`src/rtl/store_pkg.sv`:
```
// Shared types for the store issue path: store kinds, funct3 codes, queue entry.
// Entries are sized for the widest XLEN; narrower builds use the low bits.
package store_pkg;

  typedef enum logic [2:0] {
    STR_NOP,
    SB,
    SH,
    SW,
    SD
  } str_ctrl_t;

  localparam logic [2:0] F3_SB = 3'd0;
  localparam logic [2:0] F3_SH = 3'd1;
  localparam logic [2:0] F3_SW = 3'd2;
  localparam logic [2:0] F3_SD = 3'd3;

  localparam int XLEN_MAX = 64;

  typedef struct packed {
    logic [XLEN_MAX-1:0]   addr;
    logic [XLEN_MAX-1:0]   wdata;
    logic [XLEN_MAX/8-1:0] be;
  } store_entry_t;

  function automatic logic [3:0] str_bytes(input str_ctrl_t c);
    logic [3:0] n;
    unique case (c)
      SB:      n = 4'd1;
      SH:      n = 4'd2;
      SW:      n = 4'd4;
      SD:      n = 4'd8;
      default: n = 4'd0;
    endcase
    return n;
  endfunction

endpackage

```
`src/rtl/store_decode_align.sv`:
```
// S-type decode, effective address and lane alignment of enables and data.
// STORE_MISALIGN_CHK_EN adds the misalign output.
module store_decode_align
  import store_pkg::*;
#(
  parameter int XLEN = 32
) (
  input  logic [31:7]     instruction_code,
  input  logic [XLEN-1:0] rs1_data,
  input  logic [XLEN-1:0] rs2_data,
  output logic [4:0]      rs1,
  output logic [4:0]      rs2,
  output str_ctrl_t       ctrl,
`ifdef STORE_MISALIGN_CHK_EN
  output logic            misalign,
`endif
  output store_entry_t    entry
);

  localparam int NB = XLEN / 8;
  localparam int OW = $clog2(NB);

  logic [2:0]      f3;
  logic [11:0]     imm;
  logic [XLEN-1:0] addr;
  logic [XLEN-1:0] dmask;
  logic [XLEN-1:0] wdata;
  logic [OW-1:0]   off;
  logic [3:0]      nbytes;
  logic [NB-1:0]   be;

  assign rs1  = instruction_code[19:15];
  assign rs2  = instruction_code[24:20];
  assign f3   = instruction_code[14:12];
  assign imm  = {instruction_code[31:25],
                 instruction_code[11:7]};
  assign addr = rs1_data
              + {{(XLEN-12){imm[11]}}, imm};
  assign off  = addr[OW-1:0];

  always_comb begin
    ctrl = STR_NOP;
    unique case (1'b1)
      f3 == F3_SB: ctrl = SB;
      f3 == F3_SH: ctrl = SH;
      f3 == F3_SW: ctrl = SW;
      f3 == F3_SD && XLEN == 64:
        ctrl = SD;
      default: ctrl = STR_NOP;
    endcase
  end

  assign nbytes = str_bytes(ctrl);

  always_comb begin
    dmask = '0;
    for (int i = 0; i < NB; i++)
      dmask[8*i +: 8] =
        {8{i < 32'(nbytes)}};
  end

  // Shifts truncate at the word edge: bytes past it drop.
  assign be = NB'((16'd1 << nbytes) - 16'd1)
            << off;
  assign wdata = (rs2_data & dmask)
               << {off, 3'b000};

`ifdef STORE_MISALIGN_CHK_EN
  logic [3:0] off4;
  assign off4 = 4'(off);
  assign misalign = (ctrl != STR_NOP)
                  && |(off4 & (nbytes - 4'd1));
`endif

  always_comb begin
    entry       = '0;
    entry.addr  = XLEN_MAX'(addr);
    entry.wdata = XLEN_MAX'(wdata);
    entry.be    = (XLEN_MAX/8)'(be);
  end

endmodule

```
`src/rtl/store_issue_queue.sv`:
```
// In-order store buffer between execute and data memory.
// Optional STORE_MISALIGN_CHK_EN rejects misaligned stores with a fault pulse.
module store_issue_queue
  import store_pkg::*;
#(
  parameter int XLEN  = 32,
  parameter int DEPTH = 4
) (
  input  logic                       clk,
  input  logic                       reset_n,
  input  logic                       in_valid,
  output logic                       in_ready,
  input  logic [31:7]                instruction_code,
  output logic [4:0]                 rs1,
  output logic [4:0]                 rs2,
  input  logic [XLEN-1:0]            rs1_data,
  input  logic [XLEN-1:0]            rs2_data,
  input  logic                       flush,
  output logic                       mem_req_valid,
  input  logic                       mem_req_ready,
  output logic [XLEN-1:0]            mem_addr,
  output logic [XLEN-1:0]            mem_wdata,
  output logic [XLEN/8-1:0]          mem_be,
  output logic [$clog2(DEPTH+1)-1:0] count,
  output logic                       illegal_store,
  output logic                       misalign_fault
);

  localparam int AW = $clog2(DEPTH);
  localparam int CW = $clog2(DEPTH+1);

  logic [AW:0]  wptr, rptr;
  store_entry_t q [DEPTH];
  store_entry_t nent, head;
  str_ctrl_t    ctrl;
  logic         full, empty;
  logic         accept, bad, enq, pop;

  store_decode_align #(.XLEN(XLEN)) u_dec (
    .instruction_code (instruction_code),
    .rs1_data         (rs1_data),
    .rs2_data         (rs2_data),
    .rs1              (rs1),
    .rs2              (rs2),
    .ctrl             (ctrl),
`ifdef STORE_MISALIGN_CHK_EN
    .misalign         (bad),
`endif
    .entry            (nent)
  );

`ifndef STORE_MISALIGN_CHK_EN
  assign bad = 1'b0;
`endif

  assign empty = (wptr == rptr);
  assign full  = (wptr[AW-1:0] == rptr[AW-1:0])
              && (wptr[AW] != rptr[AW]);

  assign in_ready = !full;
  assign accept   = in_valid && in_ready;
  assign enq      = accept && !flush
                 && (ctrl != STR_NOP) && !bad;
  assign pop      = mem_req_valid && mem_req_ready
                 && !flush;

  always_ff @(posedge clk) begin
    if (enq) q[wptr[AW-1:0]] <= nent;
  end

  always_ff @(posedge clk or negedge reset_n) begin
    if (!reset_n) begin
      wptr <= '0;
      rptr <= '0;
    end else if (flush) begin
      wptr <= '0;
      rptr <= '0;
    end else begin
      if (enq) wptr <= wptr + 1'b1;
      if (pop) rptr <= rptr + 1'b1;
    end
  end

  always_ff @(posedge clk or negedge reset_n) begin
    if (!reset_n) illegal_store <= 1'b0;
    else illegal_store <= accept
                       && (ctrl == STR_NOP);
  end

`ifdef STORE_MISALIGN_CHK_EN
  always_ff @(posedge clk or negedge reset_n) begin
    if (!reset_n) misalign_fault <= 1'b0;
    else misalign_fault <= accept && bad;
  end
`else
  assign misalign_fault = 1'b0;
`endif

  assign count = CW'(wptr - rptr);
  assign head  = q[rptr[AW-1:0]];

  // Gate the head so payload reads zero while empty or in reset.
  assign mem_req_valid = !empty;
  assign mem_addr  = mem_req_valid
                   ? head.addr[XLEN-1:0] : '0;
  assign mem_wdata = mem_req_valid
                   ? head.wdata[XLEN-1:0] : '0;
  assign mem_be    = mem_req_valid
                   ? head.be[XLEN/8-1:0] : '0;

endmodule

```
`config.mk`:
```
export PLATFORM = sky130hd
export DESIGN_NAME = store_issue_queue
export DESIGN_NICKNAME = d
export VERILOG_FILES = /design/src/rtl/store_pkg.sv /design/src/rtl/store_decode_align.sv /design/src/rtl/store_issue_queue.sv
export SDC_FILE = /design/constraint.sdc
export NUM_CORES = 1
export LEC_CHECK = 0
export ABC_AREA = 1
export BUFFER_PORTS_ARGS = -buffer_cell sky130_fd_sc_hd__buf_2
export CAP_MARGIN = 5
export CORE_MARGIN = 4
export CORE_UTILIZATION = 30
export CTS_BUF_LIST = sky130_fd_sc_hd__clkbuf_4 sky130_fd_sc_hd__clkbuf_8 sky130_fd_sc_hd__clkbuf_16
export DETAILED_ROUTE_END_ITERATION = 10
export MAX_ROUTING_LAYER = met4
export PLACE_DENSITY_LB_ADDON = 0.1
export REMOVE_ABC_BUFFERS = 1
export SLEW_MARGIN = 20
export SYNTH_ARGS = -nofsm -noshare
export SYNTH_HDL_FRONTEND = slang
export SYNTH_SLANG_ARGS = --single-unit
```
`constraint.sdc`:
```
create_clock -name clk -period 6.4 [get_ports clk]
set_input_delay 0.64 -clock clk [delete_from_list [all_inputs] [get_ports clk]]
set_output_delay 0.64 -clock clk [all_outputs]
set_load 0.01 [all_outputs]
```
==> impl_metrics.yaml <==
floorplan:
  initial_core_util: 0.303
  core_um2: 46500
  dieWidth_um: 225
  dieHeight_um: 225
  rows: 79
  die-area_um2: 50400
  io_pins: 179
worst_setup_path:
  cp-startpoint: "rptr[0]$_DFFE_PN0P_"
  required_ns: 5.76
  worstSetupPathType: "flop to output port"
  start_kind: "flop"
  timing.rr.start: "rptr[0]$_DFFE_PN0P_"
  crit_path_end_kind: "output port"
  crit_path_max_fanout: 47
  cp.arrival_ns: 3.51
synthesis:
  yosys_register_bits: 279
  synth-async-reset-ratio: 0.0251
  synth_cell_types: 39
  synth.avg_cell_area_um2: 9.28
  synthCells: 1517
  yosysWarnings: 0
  yosysTopAreaCell: "edfxtp_1"
  synth-seq-area-share: 0.593
  synth_area_um2: 14100
  synth_top_area_frac: 0.580
  synth_flop_cell: "edfxtp_1"
  netlist_top_cells_area: "edfxtp_1 (58%), nor2_1 (9.3%), nand2_1 (7.1%)"
  synth_edf_count: 272
place:
  hpwl_mm: 28.3
  port_buffers: 157
  dpl_cell_area_um2: 15400
  dp_worst_setup_slack_ns: 2.60
  place_congestion: 0.843
clock_network:
  cts_buffer_depth: 3
  path_clk_slew_ns: 0.05
  cts_buffers: 31
  h-tree-depth: 1
  post_cts_resized: 0
  clkLatencyLatePin_ns: 0.55
  cts_hold_buffers: 1
  root_buffer: "clkbuf_16"
  postCtsSetupBuffers: 0
  cts_tree: "done"
  cts_sinks: 279
timing:
  slew_headroom: 0.302
  rsz0062_at_grt: "false"
  layout_setup_ws_ns: 2.25
  setup_viol: 0
  fin_skew_ns: 0.00888
  tightestPinTransition_ns: 1.05
  finalSetupTns_ns: 0
  post-route-period-util: 0.648
  period_minus_slack_ns: 4.15
  finalHoldViolations: 0
  max_freq_mhz: 241
  maxSlewViolCount: 0
grt:
  grt_pass1_vias: 10500
  overflow: 0
  gr-usage-all-layers: 0.168
  grt_pass1_wl_mm: 63.5
  grt_max_degree: 73
  antenna_found_initial: 0
final_layout:
  finish.instance_area_um2: 16300
  ff_latch_area_um2: 8350
  fillers: 4878
  nets: 1788
  diodes: 0
  drive_above_1_share: 0.143
  multi_input_area_um2: 4760
  area_growth_pct: 16.0
route:
  drtAntennaViolNets: 0
  drt_pass1_iterations: 6
  routed_via_density: 4.67
  num_vias: 10600
  routed_wl_mm: 41.8
  drc_errors: 0
  post_drt_wl_per_cell_um: 18.3
  drt_iter0_drc: 675
power:
  p_leak_nw: 6.86
  powerDensity_nw_per_um2: 302
  ir_drop_uv: 212
min_path:
  hp-start: "flush"
  hold_path.class: "input port to flop"
run_status:
  status: "finished, final reports clean"
run:
  maxCapViolations: 0
[power breakdown]
group | total (mW) | switching, mW | leakage, nW | internal, mW
clock | 1.63 | 0.676 | 0.462 | 0.950
sequential | 2.11 | 0.0273 | 2.59 | 2.08
combinational | 1.20 | 0.844 | 3.80 | 0.353
[kinds of logic after synthesis]
group	after synthesis	share of synthesized area
and+or+nand+nor	666	0.185
adders and majority gates	40	0.0366
buffers and inverters	233	0.0706
DFF	279	0.593
other	1	0.000267
xor gates and xnor gates	16	0.00996
AOI/OAI and AO/OA	282	0.104
[registers in the layout, summed over array words and instances (netlist names)]
| name | flops |
|---|---|
| wptr | 3 |
| rptr | 3 |
| q | 272 |
| illegal_store | 1 |
[worst max-delay path, cell delays in order, from the launching register on]
cell	delay (ns)
dfrtp_4	0.81
ha_1	0.39
nand4_1	0.16
clkinv_2	0.68
buf_4	0.53
a21oi_1	0.20
buf_2	0.16
[per-stage QoR]
stage                      util  cells  hold WS [ns]  power [mW]
after floorplan               -   1448         0.344        2.83
after global placement    0.331   2227         0.493        3.38
after detailed placement  0.331   2227         0.494        3.38
after CTS                 0.351   2282         0.234        5.02
after global routing      0.351   2282         0.254        5.22
final                     0.351   2282         0.263        4.93
[placed cells by master (no fill, tap or decap), types with 4 or more instances in the layout]
cell type	count
clkbuf_4	8
clkinv_1	11
a21oi_1	91
nor3_1	5
a22oi_1	4
buf_2	157
nand2_1	266
buf_4	15
inv_1	159
nor2_4	5
nand3_1	30
nand2_2	5
clkbuf_16	31
o21ai_0	153
ha_1	38
o211ai_1	4
dfrtp_1	5
clkinv_2	5
xor2_1	13
nor2_1	345
nand4_1	5
o21ai_1	17
edfxtp_1	272
[cell usage after synthesis (2+ instances only)]
master / count
a22oi_1: 4
o211ai_1: 4
nand4_1: 5
buf_4: 17
xnor2_1: 3
xor2_1: 13
o21ai_0: 153
edfxtp_1: 272
a21oi_1: 91
nor3_1: 5
inv_1: 159
o21bai_1: 2
clkbuf_1: 26
o21ai_1: 17
buf_1: 2
nand2_1: 266
buf_2: 20
nand3_1: 30
dfrtp_1: 7
ha_1: 38
buf_6: 4
nand3_2: 2
nand2_2: 5
o22ai_1: 3
o31ai_1: 3
fa_1: 2
nor2_1: 348
inv_2: 5
[cell type report]
| cell class | count | share of cell area |
|---|---|---|
| Clock buffer | 39 | 0.0512 |
| Clock inverter | 15 | 0.00529 |
| Inverter | 164 | 0.0379 |
| Sequential cell | 279 | 0.512 |
| Tap cell | 607 | 0.0465 |
| Multi-Input combinational cell | 1005 | 0.292 |
| Timing Repair Buffer | 173 | 0.0557 |
[metal layers]
layer	vias to the layer above	part of all wire	track usage
met5	-	0	-
met4	0	0.014	0.0332
met3	42	0.041	0.0172
met2	247	0.47	0.277
met1	5062	0.47	0.228
li1	5296	-	-
[final timing paths]
check / cells past startpoint / slack [ns] / endpoint
setup / recovery: 6 / 2.25 / mem_addr[28]
hold / removal: 2 / 0.26 / rptr[1]$_DFFE_PN0P_
setup reg to reg: 5 / 3.07 / q[0][66]$_DFFE_PP_
hold reg to reg: 2 / 0.59 / wptr[2]$_DFFE_PN0P_
max in group asynchronous: 2 / 5.75 / rptr[0]$_DFFE_PN0P_
min in group asynchronous: 2 / 0.46 / wptr[1]$_DFFE_PN0P_
(Power assumes the default switching activity.)
